<file path="config.mk">
export PLATFORM = sky130hd
export DESIGN_NAME = handshake_rr_ctrl_arbiter
export DESIGN_NICKNAME = d
export VERILOG_FILES = /design/src/rtl/handshake_pkg.sv /design/src/rtl/rr_priority_picker.sv /design/src/rtl/handshake_rr_ctrl_arbiter.sv
export SDC_FILE = /design/constraint.sdc
export NUM_CORES = 1
export LEC_CHECK = 0
export CAP_MARGIN = 20
export CORE_AREA = 2 2 39 41
export DETAILED_ROUTE_END_ITERATION = 10
export DIE_AREA = 0 0 41 43
export GPL_ROUTABILITY_DRIVEN = 0
export PLACE_DENSITY = 0.68
export SETUP_SLACK_MARGIN = 0.1
export SLEW_MARGIN = 10
export SYNTH_ARGS = -nofsm -noshare
export SYNTH_HDL_FRONTEND = slang
export SYNTH_SLANG_ARGS = --single-unit
</file>
<file path="constraint.sdc">
create_clock -name clk -period 2.6 [get_ports clk]
set_clock_uncertainty 0.1 [all_clocks]
set_input_delay 0.52 -clock clk [delete_from_list [all_inputs] [get_ports clk]]
set_output_delay 0.52 -clock clk [all_outputs]
set_load 0.01 [all_outputs]
</file>
<file path="src/rtl/handshake_pkg.sv">
// handshake_pkg: helpers and shared types for the
// handshake arbiters and merges.
package handshake_pkg;

    localparam int MAX_INPUTS = 16;

    typedef logic [MAX_INPUTS-1:0] onehot_t;

    function automatic int idx_width(input int n);
        return (n > 2) ? $clog2(n) : 1;
    endfunction

endpackage

</file>
<file path="src/rtl/rr_priority_picker.sv">
// rr_priority_picker: combinational circular priority search
// starting at ptr; returns one-hot grant, index and any-valid.
module rr_priority_picker
    import handshake_pkg::*;
#(
    parameter int N = 4,
    parameter int W = idx_width(N)
) (
    input  logic [N-1:0] req,
    input  logic [W-1:0] ptr,
    output logic [N-1:0] grant,
    output logic [W-1:0] index,
    output logic         any
);

    logic [N-1:0] rot;
    logic [W-1:0] off;
    logic [W:0]   sum;
    logic         hit;
    onehot_t      oh;

    always_comb begin
        // rotating the doubled vector puts req[ptr] at bit 0
        rot = N'({req, req} >> ptr);
        hit = 1'b0;
        off = '0;
        for (int i = N - 1; i >= 0; i--) begin
            if (rot[i]) begin
                hit = 1'b1;
                off = W'(i);
            end
        end
        sum = {1'b0, ptr} + {1'b0, off};
        if (sum >= (W + 1)'(N)) begin
            sum = sum - (W + 1)'(N);
        end
        index = sum[W-1:0];
        oh = '0;
        for (int i = 0; i < N; i++) begin
            oh[i] = hit && (index == W'(i));
        end
    end

    assign grant = oh[N-1:0];
    assign any   = |oh;

endmodule

</file>
<file path="src/rtl/handshake_rr_ctrl_arbiter.sv">
// handshake_rr_ctrl_arbiter: round-robin grant of control tokens
// onto a registered winner-index output channel.
module handshake_rr_ctrl_arbiter
    import handshake_pkg::*;
#(
    parameter int NUM_INPUTS = 4,
    localparam int INDEX_WIDTH = idx_width(NUM_INPUTS)
) (
    input  logic                   clk,
    input  logic                   rst,
    input  logic [NUM_INPUTS-1:0]  ins_valid,
    output logic [NUM_INPUTS-1:0]  ins_ready,
    output logic [INDEX_WIDTH-1:0] outs,
    output logic                   outs_valid,
    input  logic                   outs_ready
);

    logic [INDEX_WIDTH-1:0] ptr;
    logic [INDEX_WIDTH-1:0] win;
    logic [NUM_INPUTS-1:0]  grant;
    logic                   any;
    logic                   load_en;
    logic                   take;

    rr_priority_picker #(
        .N(NUM_INPUTS),
        .W(INDEX_WIDTH)
    ) u_pick (
        .req  (ins_valid),
        .ptr  (ptr),
        .grant(grant),
        .index(win),
        .any  (any)
    );

    assign load_en   = !outs_valid || outs_ready;
    // rst gates ready so no token is consumed while held in reset
    assign take      = rst && load_en && any;
    assign ins_ready = take ? grant : '0;

    always_ff @(posedge clk or negedge rst) begin
        if (!rst) begin
            outs_valid <= 1'b0;
            outs       <= '0;
            ptr        <= '0;
        end else if (load_en) begin
            outs_valid <= any;
            if (any) begin
                outs <= win;
                ptr  <= (win == INDEX_WIDTH'(NUM_INPUTS - 1))
                        ? '0 : win + 1'b1;
            end
        end
    end

endmodule

</file>
==> results.md <==
* Status: complete, but fails checks
* Failing checks: negative setup slack
* Synth Register Bits at 5
* Vias in the first global route at between 500 and 600
* # nets final at roughly 110
* CTS Root Cell: clkbuf_4
* Placed Area at about 800 µm²
* Syn-to-layout area delta at 80.4%
* CP Launch Point: ins_valid[1]
* Core area at around 1400 µm²
* Crit-path cells: clkbuf_4 > nor2b_4 > nor2_1 > o22ai_1 > nor2_1 > a21oi_2 > ha_4 > xor2_2 > xnor2_2 > nor3b_4 > buf_2
* RSZ-0062 raised after global routing: true
* Min Tclk post-route at 2850 ps
* Total grt overflow at 0
* Final Cycle Share at 1.10
* CTS tree: done
* Top Ports at 14
* Diode count at 0
* Sequential share of power at 0.128
* Final setup violation count at 4
* Crit Path Max Fanout at 5
* Critical path class: input port to primary output
* Clk sinks at 5
* Top FF cell, synth: dfrtp_1
* CP bufs+invs at 2
* Internal power at between 0.6 and 0.7 mW
* Clock power frac at 0.078
* Initial antenna violation count at 0
* Clock buffer depth at 2
* Final count of pins violating max slew at 0
* Rel. slew slack at 0.799
* Crit path setup slack, layout at -253 ps
* Synth area leaders: dfrtp_1, nor2_1, a21oi_1
* CP startpoint kind: input port
* Remaining DRCs at 0
* Maxcap violations at 0
* Req. time, crit path at ~2000 ps
* Top Family by Delay on Critical Path: simple AND/OR/NAND/NOR gates
* Filler cell count at 122
* Critical Path AT at 2230 ps
* Final hold violations at 0
* Die area at ~1800 µm²
* Post-Syn Area at roughly 510 µm²
* Clock latency on the worst-skew pair at 250 ps
* Combinational Power Share at 0.794
* Pwr per Cell Area at 1270 nW/µm²
* Hold-critical path depth at 2
* R2r startpoint: ptr[1]
* Die X at roughly 41 µm
* Layout cell share with drive strength beyond 1 at 0.559
* DR pass1 iterations at 4
* Synth unique cells at 26
* Fraction of registers with async set/reset at 1.00
* Worst-margin pin slew at around 300 ps
* CTS Buf Count at 3
* Wirelength, routed at around 1500 µm
* Via count at between 600 and 700
* Setup crit end kind: primary output
* Port bufs at 13
* Post-synth EDFFs at 0
* Synth top area share at 0.245
* Synth cell count leaders: nor2_1, a21oi_1, dfrtp_1
* Hold crit path type: flip-flop to flip-flop
* Worst path max stage delay at between 200 and 300 ps
* Fin Setup TNS at -821 ps
* Worst path depth at 11
* Sequential area share after synthesis at 0.245
* 1st-iter DRT viols at 8
* First-pass GRT wire length at about 2400 µm
* VDD IR max at around 0.69 mV
* Worst r2r path cells at 13
* Switching share of total power at 0.423
* Avg Cell Area, Syn at roughly 8.4 µm²
* Synth area leader: dfrtp_1
* Hold Path Origin: outs[0]
* Mapped Cells at 61
* Top-count cell post-synth: nor2_1
* Via-per-instance ratio at 5.16
* Cell Rows at 14
* Most frequent CP cell: nor2_1
* Cts hold-fix bufs at 0
* Post-route cell area at around 900 µm²
* P_sw at 0.496 mW
* Routed len/inst at roughly 13 µm
* Initial core utilization at 0.369
* Hpwl dp at between 1000 and 1500 µm
* Die height at 43 µm
* Final ANT Viol Nets at 0
* Max Clk Rate at between 300 and 400 MHz
* # H-tree levels at 1
* Pleak at around 0.42 nW
* Worst-path clk slew at ~40 ps
* Post-Syn Nets at 70
* CP max-delay cell: xnor2_2
* Largest net degree at the start of global routing at 8
* Gr usage total at 0.202
* Synth Warn # at 0
[power by group through the flow]
| stage | clock, mW | sequential [mW] | combinational [mW] |
|---|---|---|---|
| finish | 0.0913 | 0.150 | 0.932 |
| global route | 0.0997 | 0.156 | 1.01 |
| CTS | 0.0934 | 0.149 | 0.794 |
| detailed placement | 0 | 0.148 | 0.755 |
| global placement | 0 | 0.148 | 0.736 |
| floorplan | 0 | 0.166 | 0.423 |
[layout by cell type (no fill, tap or decap), types with 2 or more instances in the layout]
cell type,count
buf_6,3
nand3b_1,2
buf_2,6
inv_2,3
a21oi_2,3
nand3_1,3
a21oi_1,3
clkdlybuf4s50_1,5
o21ai_0,2
buf_4,24
ha_4,2
nor3_1,2
nand2b_1,3
clkbuf_4,4
nor2_1,9
nor2b_1,3
dfrtp_1,5
mux2i_1,2
[worst reg2reg max path, stage by stage, from the launching register on]
cell and delay (ps):
dfrtp_1 380, buf_4 170, nor2_1 190, a21oi_2 100, a21oi_2 190, buf_4 140
buf_6 90, ha_4 200, buf_6 130, nor2_4 80, nand3b_1 80, mux2i_1 180
nor3_1 70, nand2b_1 150
[cell families after synthesis]
kind of cell | after synthesis | synth area share
fa+ha+maj | 2 | 0.0490
flops | 5 | 0.245
mux | 3 | 0.0613
xor+xnor | 2 | 0.0637
compound gates | 13 | 0.189
buf+inv | 5 | 0.0515
simple gates | 31 | 0.341
[per-layer routing]
metal,part of all wire,vias up,GRT usage
met4,0.025,0,0.100
li1,-,299,-
met1,0.42,285,0.220
met5,0,-,0
met2,0.49,19,0.328
met3,0.057,6,0.0681
[repair_timing]
action,CTS,global route
buffers inserted,2,3
gates resized for setup,40,13
hold endpoints to repair,0,0
setup endpoints to repair,7,5
cloned,0,0
pin swaps,8,8
[worst paths after layout]
check | slack (ps) | endpoint
min reg2reg | 410 | outs[0]
min | 410 | outs[0]
max reg2reg | 260 | ptr[1]
max | -250 | ins_ready[0]
max in group asynchronous | 1790 | outs[0]
min in group asynchronous | 500 | ptr[1]
[registers in the layout, indices dropped and copies added, names as in the netlist]
name and flops:
outs 2, ptr 2, outs_valid 1
[per-stage QoR]
step           hold slack, ps  power, mW  setup slack [ps]  instances   util
5_1_grt                   450       1.26              -359        118  0.665
4_1_cts                   409       1.04              -256        115  0.618
6_report                  407       1.17              -253        118  0.665
3_5_place_dp              396      0.903             -1160        109  0.595
2_1_floorplan             124      0.589             0.441         61      -
3_3_place_gp              392      0.884             -1120        109  0.595
[final cells by class]
cell class | count | area [µm²] | area share
tap | 16 | 20.0 | 0.0217
sequential | 5 | 125 | 0.136
timing repair buffer | 39 | 302 | 0.327
multi-input combinational | 51 | 437 | 0.474
inverter | 3 | 11.3 | 0.0122
clock buffer | 4 | 26.3 | 0.0285
(Power assumes the default switching activity.)
